===== config.mk =====
export PLATFORM = sky130hd
export DESIGN_NAME = led_scan_ctrl
export DESIGN_NICKNAME = d
export VERILOG_FILES = /design/src/rtl/led_scan_ctrl.sv
export SDC_FILE = /design/constraint.sdc
export NUM_CORES = 1
export LEC_CHECK = 0
export CAP_MARGIN = 30
export CORE_MARGIN = 1
export CORE_UTILIZATION = 49
export CTS_CLUSTER_SIZE = 10
export DETAILED_ROUTE_END_ITERATION = 12
export PLACE_DENSITY = 0.76
export SETUP_SLACK_MARGIN = 0.15
export SYNTH_ARGS = -nofsm -noshare
export SYNTH_HDL_FRONTEND = slang
export SYNTH_SLANG_ARGS = --single-unit

===== constraint.sdc =====
create_clock -name clk -period 2.68 [get_ports clk]
set_clock_uncertainty 0.2 [all_clocks]
set_input_delay 0.67 -clock clk [delete_from_list [all_inputs] [get_ports clk]]
set_output_delay 0.67 -clock clk [all_outputs]
set_load 0.05 [all_outputs]

===== src/rtl/led_scan_ctrl.sv =====
// 8-LED scanner: prescaled step ticks drive a 3-LED window in bounce, wrap or blink mode.
// Defining LEDSCAN_SWEEP_CNT_EN adds the saturating sweeps[7:0] event counter output.
module led_scan_ctrl #(
  parameter int WIDTH = 8,
  parameter int DIV_W = 16
) (
  input  logic             clk,
  input  logic             rst_n,
  input  logic             en,
  input  logic [1:0]       mode,
  input  logic [DIV_W-1:0] div,
  input  logic [3:0]       dwell,
  output logic [WIDTH-1:0] leds,
  output logic             dir,
  output logic             tick,
  output logic             at_end
`ifdef LEDSCAN_SWEEP_CNT_EN
  ,
  output logic [7:0]       sweeps
`endif
);

  localparam int POS_W = (WIDTH - 2 > 1) ? $clog2(WIDTH - 2) : 1;
  localparam logic [POS_W-1:0] POS_MAX = POS_W'(WIDTH - 3);
  localparam logic [WIDTH-1:0] WIN     = WIDTH'(7);

  localparam logic [1:0] M_BOUNCE = 2'd0;
  localparam logic [1:0] M_WRAPL  = 2'd1;
  localparam logic [1:0] M_WRAPR  = 2'd2;
  localparam logic [1:0] M_BLINK  = 2'd3;

  typedef enum logic [1:0] {IDLE, RUN, DWELL} state_t;

  state_t           state_reg, state_next;
  logic [DIV_W-1:0] cnt_reg, cnt_next;
  logic [POS_W-1:0] pos_reg, pos_next;
  logic             dir_reg, dir_next;
  logic             phase_reg, phase_next;
  logic [3:0]       dwell_cnt_reg, dwell_cnt_next;
  logic [WIDTH-1:0] leds_reg, leds_next;

  always_ff @(posedge clk or negedge rst_n) begin
    if (!rst_n) begin
      state_reg     <= IDLE;
      cnt_reg       <= '0;
      pos_reg       <= '0;
      dir_reg       <= 1'b0;
      phase_reg     <= 1'b1;
      dwell_cnt_reg <= '0;
      leds_reg      <= WIN;
    end else begin
      state_reg     <= state_next;
      cnt_reg       <= cnt_next;
      pos_reg       <= pos_next;
      dir_reg       <= dir_next;
      phase_reg     <= phase_next;
      dwell_cnt_reg <= dwell_cnt_next;
      leds_reg      <= leds_next;
    end
  end

  always_comb begin
    state_next     = state_reg;
    cnt_next       = cnt_reg;
    pos_next       = pos_reg;
    dir_next       = dir_reg;
    phase_next     = phase_reg;
    dwell_cnt_next = dwell_cnt_reg;
    if (!en) begin
      state_next     = IDLE;
      cnt_next       = '0;
      dwell_cnt_next = '0;
    end else begin
      cnt_next = tick ? '0 : cnt_reg + 1'b1;
      if (state_reg == IDLE)
        state_next = RUN;
      // Any non-bounce mode abandons the endpoint hold straight away.
      if (state_reg == DWELL && mode != M_BOUNCE) begin
        state_next     = RUN;
        dwell_cnt_next = '0;
      end
      if (tick) begin
        if (state_reg == DWELL && mode == M_BOUNCE) begin
          if (dwell_cnt_reg == dwell) begin
            dwell_cnt_next = '0;
            state_next     = RUN;
            dir_next       = ~dir_reg;
            pos_next       = dir_reg ? pos_reg + 1'b1 : pos_reg - 1'b1;
          end else begin
            dwell_cnt_next = dwell_cnt_reg + 1'b1;
          end
        end else begin
          phase_next = 1'b1;
          case (mode)
            M_BOUNCE: begin
              if (!dir_reg) begin
                if (pos_reg == POS_MAX) begin
                  dir_next = 1'b1;
                  pos_next = pos_reg - 1'b1;
                end else begin
                  pos_next = pos_reg + 1'b1;
                  if (pos_next == POS_MAX && dwell != 4'd0)
                    state_next = DWELL;
                end
              end else begin
                if (pos_reg == '0) begin
                  dir_next = 1'b0;
                  pos_next = pos_reg + 1'b1;
                end else begin
                  pos_next = pos_reg - 1'b1;
                  if (pos_next == '0 && dwell != 4'd0)
                    state_next = DWELL;
                end
              end
            end
            M_WRAPL: begin
              dir_next = 1'b0;
              pos_next = (pos_reg == POS_MAX) ? '0 : pos_reg + 1'b1;
            end
            M_WRAPR: begin
              dir_next = 1'b1;
              pos_next = (pos_reg == '0) ? POS_MAX : pos_reg - 1'b1;
            end
            default: phase_next = ~phase_reg;
          endcase
        end
      end
    end
    leds_next = phase_next ? (WIN << pos_next) : '0;
  end

  always_comb begin
    tick   = en && (cnt_reg == div);
    at_end = (pos_reg == '0) || (pos_reg == POS_MAX);
    leds   = leds_reg;
    dir    = dir_reg;
  end

`ifdef LEDSCAN_SWEEP_CNT_EN
  logic [7:0] sweeps_reg;
  logic       sweep_evt;

  // In bounce mode dir only ever flips at a reversal, so a flip marks one.
  always_comb begin
    sweep_evt = tick && (
                  (mode == M_BOUNCE && dir_next != dir_reg) ||
                  (mode == M_WRAPL  && pos_reg == POS_MAX) ||
                  (mode == M_WRAPR  && pos_reg == '0) ||
                  (mode == M_BLINK  && !phase_reg));
  end

  always_ff @(posedge clk or negedge rst_n) begin
    if (!rst_n)
      sweeps_reg <= '0;
    else if (sweep_evt && sweeps_reg != 8'hFF)
      sweeps_reg <= sweeps_reg + 1'b1;
  end

  assign sweeps = sweeps_reg;
`endif

endmodule


* Word level (Yosys, flattened, before mapping)
Cells that the tools add are included.
** Operators by class
- Eq/ne operators :: 8
- $add $sub $neg :: 4
- Mux-type cells :: 41
- Bitwise gates (word level) :: 2
- Div/mod/pow operators :: 0
- $lt $le $gt $ge :: 0
- Multiply operators :: 0
- Shift-type cells :: 1
- Reductions and logical operators :: 15
** Operators with widths (count)
- two-way mux 16 bit :: 2
- two-way mux 3 bit :: 10
- two-way mux 2 bit :: 12
- two-way mux 4 bit :: 5
- adder 16 x 1 -> 16 bit (second input constant) :: 1
- equality test 16 bit :: 1
- two-way mux 1 bit :: 9
- case mux 3 bit (3 select lines) :: 1
- two-way mux 8 bit :: 1
- nonzero test 4 bit :: 2
- << shifter 3 x 3 -> 8 bit (first input constant) :: 1
- equality test 3 bit (second input constant) :: 2
- zero test 3 bit :: 2
- logical AND 1 bit :: 5
- adder 4 x 1 -> 4 bit (second input constant) :: 1
- equality test 2 bit (second input constant) :: 2
- equality test 4 bit :: 1
- zero test 2 bit :: 2
- AND reduction 4 bit :: 1
- adder 3 x 1 -> 3 bit (second input constant) :: 1
- case mux 1 bit (3 select lines) :: 1
- OR reduction 3 bit :: 1
- subtractor 3 x 1 -> 3 bit (second input constant) :: 1
- equality test 2 x 1 -> 1 bit (second input constant) :: 1
- other kinds (4) :: 5
** Storage, ports and cells
- Bits in read-only memories :: 0
- Logic and storage cells :: 78
- Register bits :: 35
- Output and inout port bits :: 11
- Latch bits :: 0
- Memory bits (writable) :: 0
- Memories :: 0

* Depth between registers and ports, before layout
- Depth in word-level cells :: 10
- Mapped depth :: 11
- Depth with buffers taken out :: 9

* Worst setup path after synthesis
No wires, ideal clock.
- Path kind :: input port to flip-flop
- Start :: in div[14]
- End :: reg dwell_cnt_reg[0]
- Path buffers :: 1
- Data required time :: 2.357 ns
- Stages :: 9
- Arrival time :: 2.541 ns
- Slack :: -0.184 ns
- Path through :: xor2_1 > nor4_2 > nand2_1 > or3_1 > buf_6 > clkinv_1 > mux2_2 > a22oi_1 > nor2b_1
** On the way
- Word-level cells in the longest chain between the ends :: 4
** Ends and longest elaborated chain
- start: declaration :: line 11 : input logic [DIV_W-1:0] div,
- equality test 16 bit :: line 133 : tick = en && (cnt_reg == div);
- logical AND 1 bit :: line 133
- via tick :: line 15 : output logic tick,
- two-way mux 4 bit :: line 82 : if (tick) begin
- two-way mux 4 bit :: line 69 : if (!en) begin
- via dwell_cnt_next[0] :: line 39 : logic [3:0] dwell_cnt_reg, dwell_cnt_next;
- end signal: assignment :: line 57 : dwell_cnt_reg <= dwell_cnt_next;
- end: declaration :: line 39
The timed path passes the listed nets, and every way through them passes these cells.
A chain may end at the register's enable or synchronous reset.

* Worst setup path after layout
- Start :: in div[7]
- End :: out tick
** On the way
- Word-level cells in the longest chain between the ends :: 2
** Ends and longest elaborated chain (line)
- equality test 16 bit :: 133
- logical AND 1 bit :: 133
- end: declaration :: 15
Every way passes these cells.

==> flow_summary.json <==
{
  "cts_root_buffer": "sky130_fd_sc_hd__clkbuf_8",
  "die_width_um": 70.5,
  "layout-area-overhead-vs-synth_pct": 44.9,
  "share_comb_of_total_power_pct": 14.0,
  "cts.hold.buffers_added": 0,
  "netlist_top_cells_area": "sky130_fd_sc_hd__dfrtp_1, sky130_fd_sc_hd__xor2_1, sky130_fd_sc_hd__xnor2_1",
  "final_core_util_pct": 74.9,
  "net-switching-power_mw": 0.271,
  "rows": 24,
  "synth_ff_type": "sky130_fd_sc_hd__dfrtp_1",
  "grt_use_total_pct": 24.6,
  "reg2reg_from": "cnt_reg[1]$_DFF_PN0_",
  "place.port_buffers": 35,
  "clock_tree.buffer_depth": 2,
  "grt_setup_unrepaired": "true",
  "drive_gt1_share_pct": 36.5,
  "grt_antenna_before_repair": 0,
  "pre_cts_setup_slack_ns": -0.564,
  "min_delay_worst_type": "flip-flop to flip-flop",
  "layout_setup_ws_ns": -0.162,
  "worst_ir_drop_vdd_mv": 0.263,
  "ff2ff_setup_slack_ns": 0.01,
  "total_leakage_power_nw": 1.46,
  "synth_cell_type_count": 55,
  "syn-cell-area_um2": 2300,
  "max_freq_mhz": 352,
  "post-dp-hpwl_mm": 4.00,
  "clkPwrFrac_pct": 35.4,
  "first_global_vias": 2056,
  "first_pass_grt_wire_length_mm": 9.36,
  "cts_inserted_buffers": 5,
  "yosys-top-cells-count": "sky130_fd_sc_hd__nor2_1, sky130_fd_sc_hd__dfrtp_1, sky130_fd_sc_hd__nand2_1",
  "worstPathMaxFanout": 2,
  "post-route-period-util_pct": 106,
  "floorplan.die_area_um2": 4970,
  "antenna_cells": 0,
  "timing.critical_path.required_ns": 1.81,
  "max_reg_flops": 16,
  "cap_violations": 0,
  "final-max-slew-violation-count": 0,
  "place.detailed.instances": 355,
  "ys_warn_count": 0,
  "remaining_drcs": 6,
  "timing.setup.critical_path_class": "primary input to output port",
  "fin_setup_tns_ns": -0.180,
  "tightest_pin_transition_ns": 0.504,
  "drt-pass1-iter-count": 8,
  "share_seq_of_total_power_pct": 50.6,
  "start_util_pct": 51.7,
  "critical-path-slowest-cell": "sky130_fd_sc_hd__or3_4",
  "synth_top_area_share_pct": 33.8,
  "synthesis.nets": 281,
  "worst_setup_path_startpoint": "div[7]",
  "worst-endpoint-arrival_ns": 1.97,
  "postSynthAreaPerCell_um2": 9.34,
  "gp_congestion": 0.917,
  "worst_hold_check_slack_ns": 0.376,
  "violations": "DRC, setup timing",
  "placedInstanceArea_um2": 2990,
  "kind_of_cell_adding_the_most_delay_to_the_critical_path": "simple AND/OR/NAND/NOR gates",
  "post-synth-top-area-cell": "sky130_fd_sc_hd__dfrtp_1",
  "synth.yosys.seq_area_share_pct": 38.3,
  "yosys.cell_count.top_type": "sky130_fd_sc_hd__nor2_1",
  "min_from": "state_reg[1]$_DFF_PN0_",
  "layout.nets": 357,
  "tritoncts_num_sinks": 35,
  "async_s_r_ff_share_synth_pct": 100,
  "run_status": "finished with violations",
  "final_hold_viol_count": 0,
  "clk-insertion-delay-late_ns": 0.29,
  "setup_viol_count_final": 2,
  "die_h_um": 70.5,
  "coreArea_um2": 4440,
  "power.total_mw": 1.06,
  "via_count": 2097,
  "clock_tree_from_tritoncts": "yes",
  "final_non_filler_cells": 375,
  "timing.critical_path.slowest_cell_delay_ns": 0.43,
  "sw_frac_of_total_pct": 25.5,
  "clkTransAtPathRegs_ns": 0.07,
  "min_path_cells": 2,
  "ys_ff_latch": 35,
  "grt_start_max_net_pins": 36,
  "power_density_nw_per_um2": 320,
  "path_cells": "buf_2 > xnor2_2 > nand4_1 > or2_1 > or3_4 > clkinv_8 > buf_12",
  "route.detailed.vias_per_inst": 5.59,
  "r2r_end": "leds[4]$_DFF_PN0_",
  "postRouteAntennaNets": 0,
  "critPathBufInv": 3,
  "worst_slew_margin_rel_pct": 66.1,
  "area_of_all_placed_cells_without_fillers_um2": 3330,
  "wl_per_cell_um": 16.1,
  "netlist_instances": 246,
  "rr_worst_depth": 9,
  "top_level_ports": 36,
  "grt.overflow.total": 0,
  "end_kind": "output port",
  "drtIter0Drc": 145,
  "min_clock_period_post_route_ns": 2.84,
  "htree_levels": 2,
  "wirelength_mm": 6.03,
  "synth_enable_flop_cells": 0,
  "critical_path.startpoint_type": "primary input",
  "power_report.internal_total_mw": 0.793,
  "holdPathEnd": "state_reg[1]$_DFF_PN0_"
}
-- kinds of logic after synthesis --
group / after synthesis / synth area share [%]
AOI/OAI and AO/OA: 37 / 12.4
xor gates and xnor gates: 36 / 13.7
adders and majority gates: 10 / 5.45
buffers and inverters: 16 / 3.10
DFF: 35 / 38.3
muxes: 10 / 4.85
and+or+nand+nor: 102 / 22.1
-- cells in the final DEF (no fill, tap or decap), drive strengths merged, types with 3 or more instances in the layout --
cell           instances
xnor2                 17
ha                    10
or2                    3
nand3                 11
a21oi                  5
nor2                  32
a21o                   4
dfstp                  4
mux2i                  4
a22oi                  3
and3                   3
dlygate4sd2            5
xor2                  19
buf                   58
nor2b                  5
nand2b                 3
dfrtp                 31
nand2                 22
clkdlybuf4s50         12
nor4                   4
inv                    6
o22ai                  3
mux2                   6
o21ai                  6
nor3                   5
clkbuf                 7
nand4                  5
-- routing by layer --
layer / global-route usage, % / vias to the layer above / routed length [µm]
met5: 0 / - / 0
met4: 7.94 / 0 / 93
met3: 4.47 / 8 / 245
met2: 44.1 / 61 / 3120
met1: 29.7 / 1019 / 2570
li1: - / 1009 / -
-- how the worst max path moves through the flow --
stage	endpoint	slack (ns)	cells after the start
after floorplan	tick	0.02	6
after CTS	tick	-0.08	7
after global placement	tick	-0.55	7
after global routing	tick	-0.20	6
after detailed placement	leds[4]$_DFF_PN0_	-0.56	9
final	tick	-0.16	7
-- power by group through the flow --
stage / registers (mW) / logic [mW] / clock network [mW]
5_1_grt: 0.538 / 0.161 / 0.398
6_report: 0.538 / 0.149 / 0.377
3_3_place_gp: 0.547 / 0.136 / 0
2_1_floorplan: 0.547 / 0.0549 / 0
3_5_place_dp: 0.547 / 0.138 / 0
4_1_cts: 0.538 / 0.146 / 0.383
-- tightest hold or removal path: cells and delay by family, from the launching register on --
family           cells  cell delay (ns)
AND/OR/NAND/NOR      1             0.07
flip-flops           1             0.40
AO/OA/AOI/OAI        1             0.07
-- area by class of cell --
cell class | instances | area (µm²)
Clock buffer | 7 | 76.3
Clock inverter | 1 | 5.00
Fill cell | 315 | 1110
Inverter | 7 | 58.8
Multi-Input combinational cell | 195 | 1550
Sequential cell | 35 | 883
Tap cell | 52 | 65.1
Timing Repair Buffer | 78 | 694
-- timing repair --
action,in CTS,in global routing
pin swaps,33,3
setup buffers,9,3
cloned,0,0
resized for setup,94,8
endpoints found under the setup margin,36,15
(Power assumes the default switching activity.)
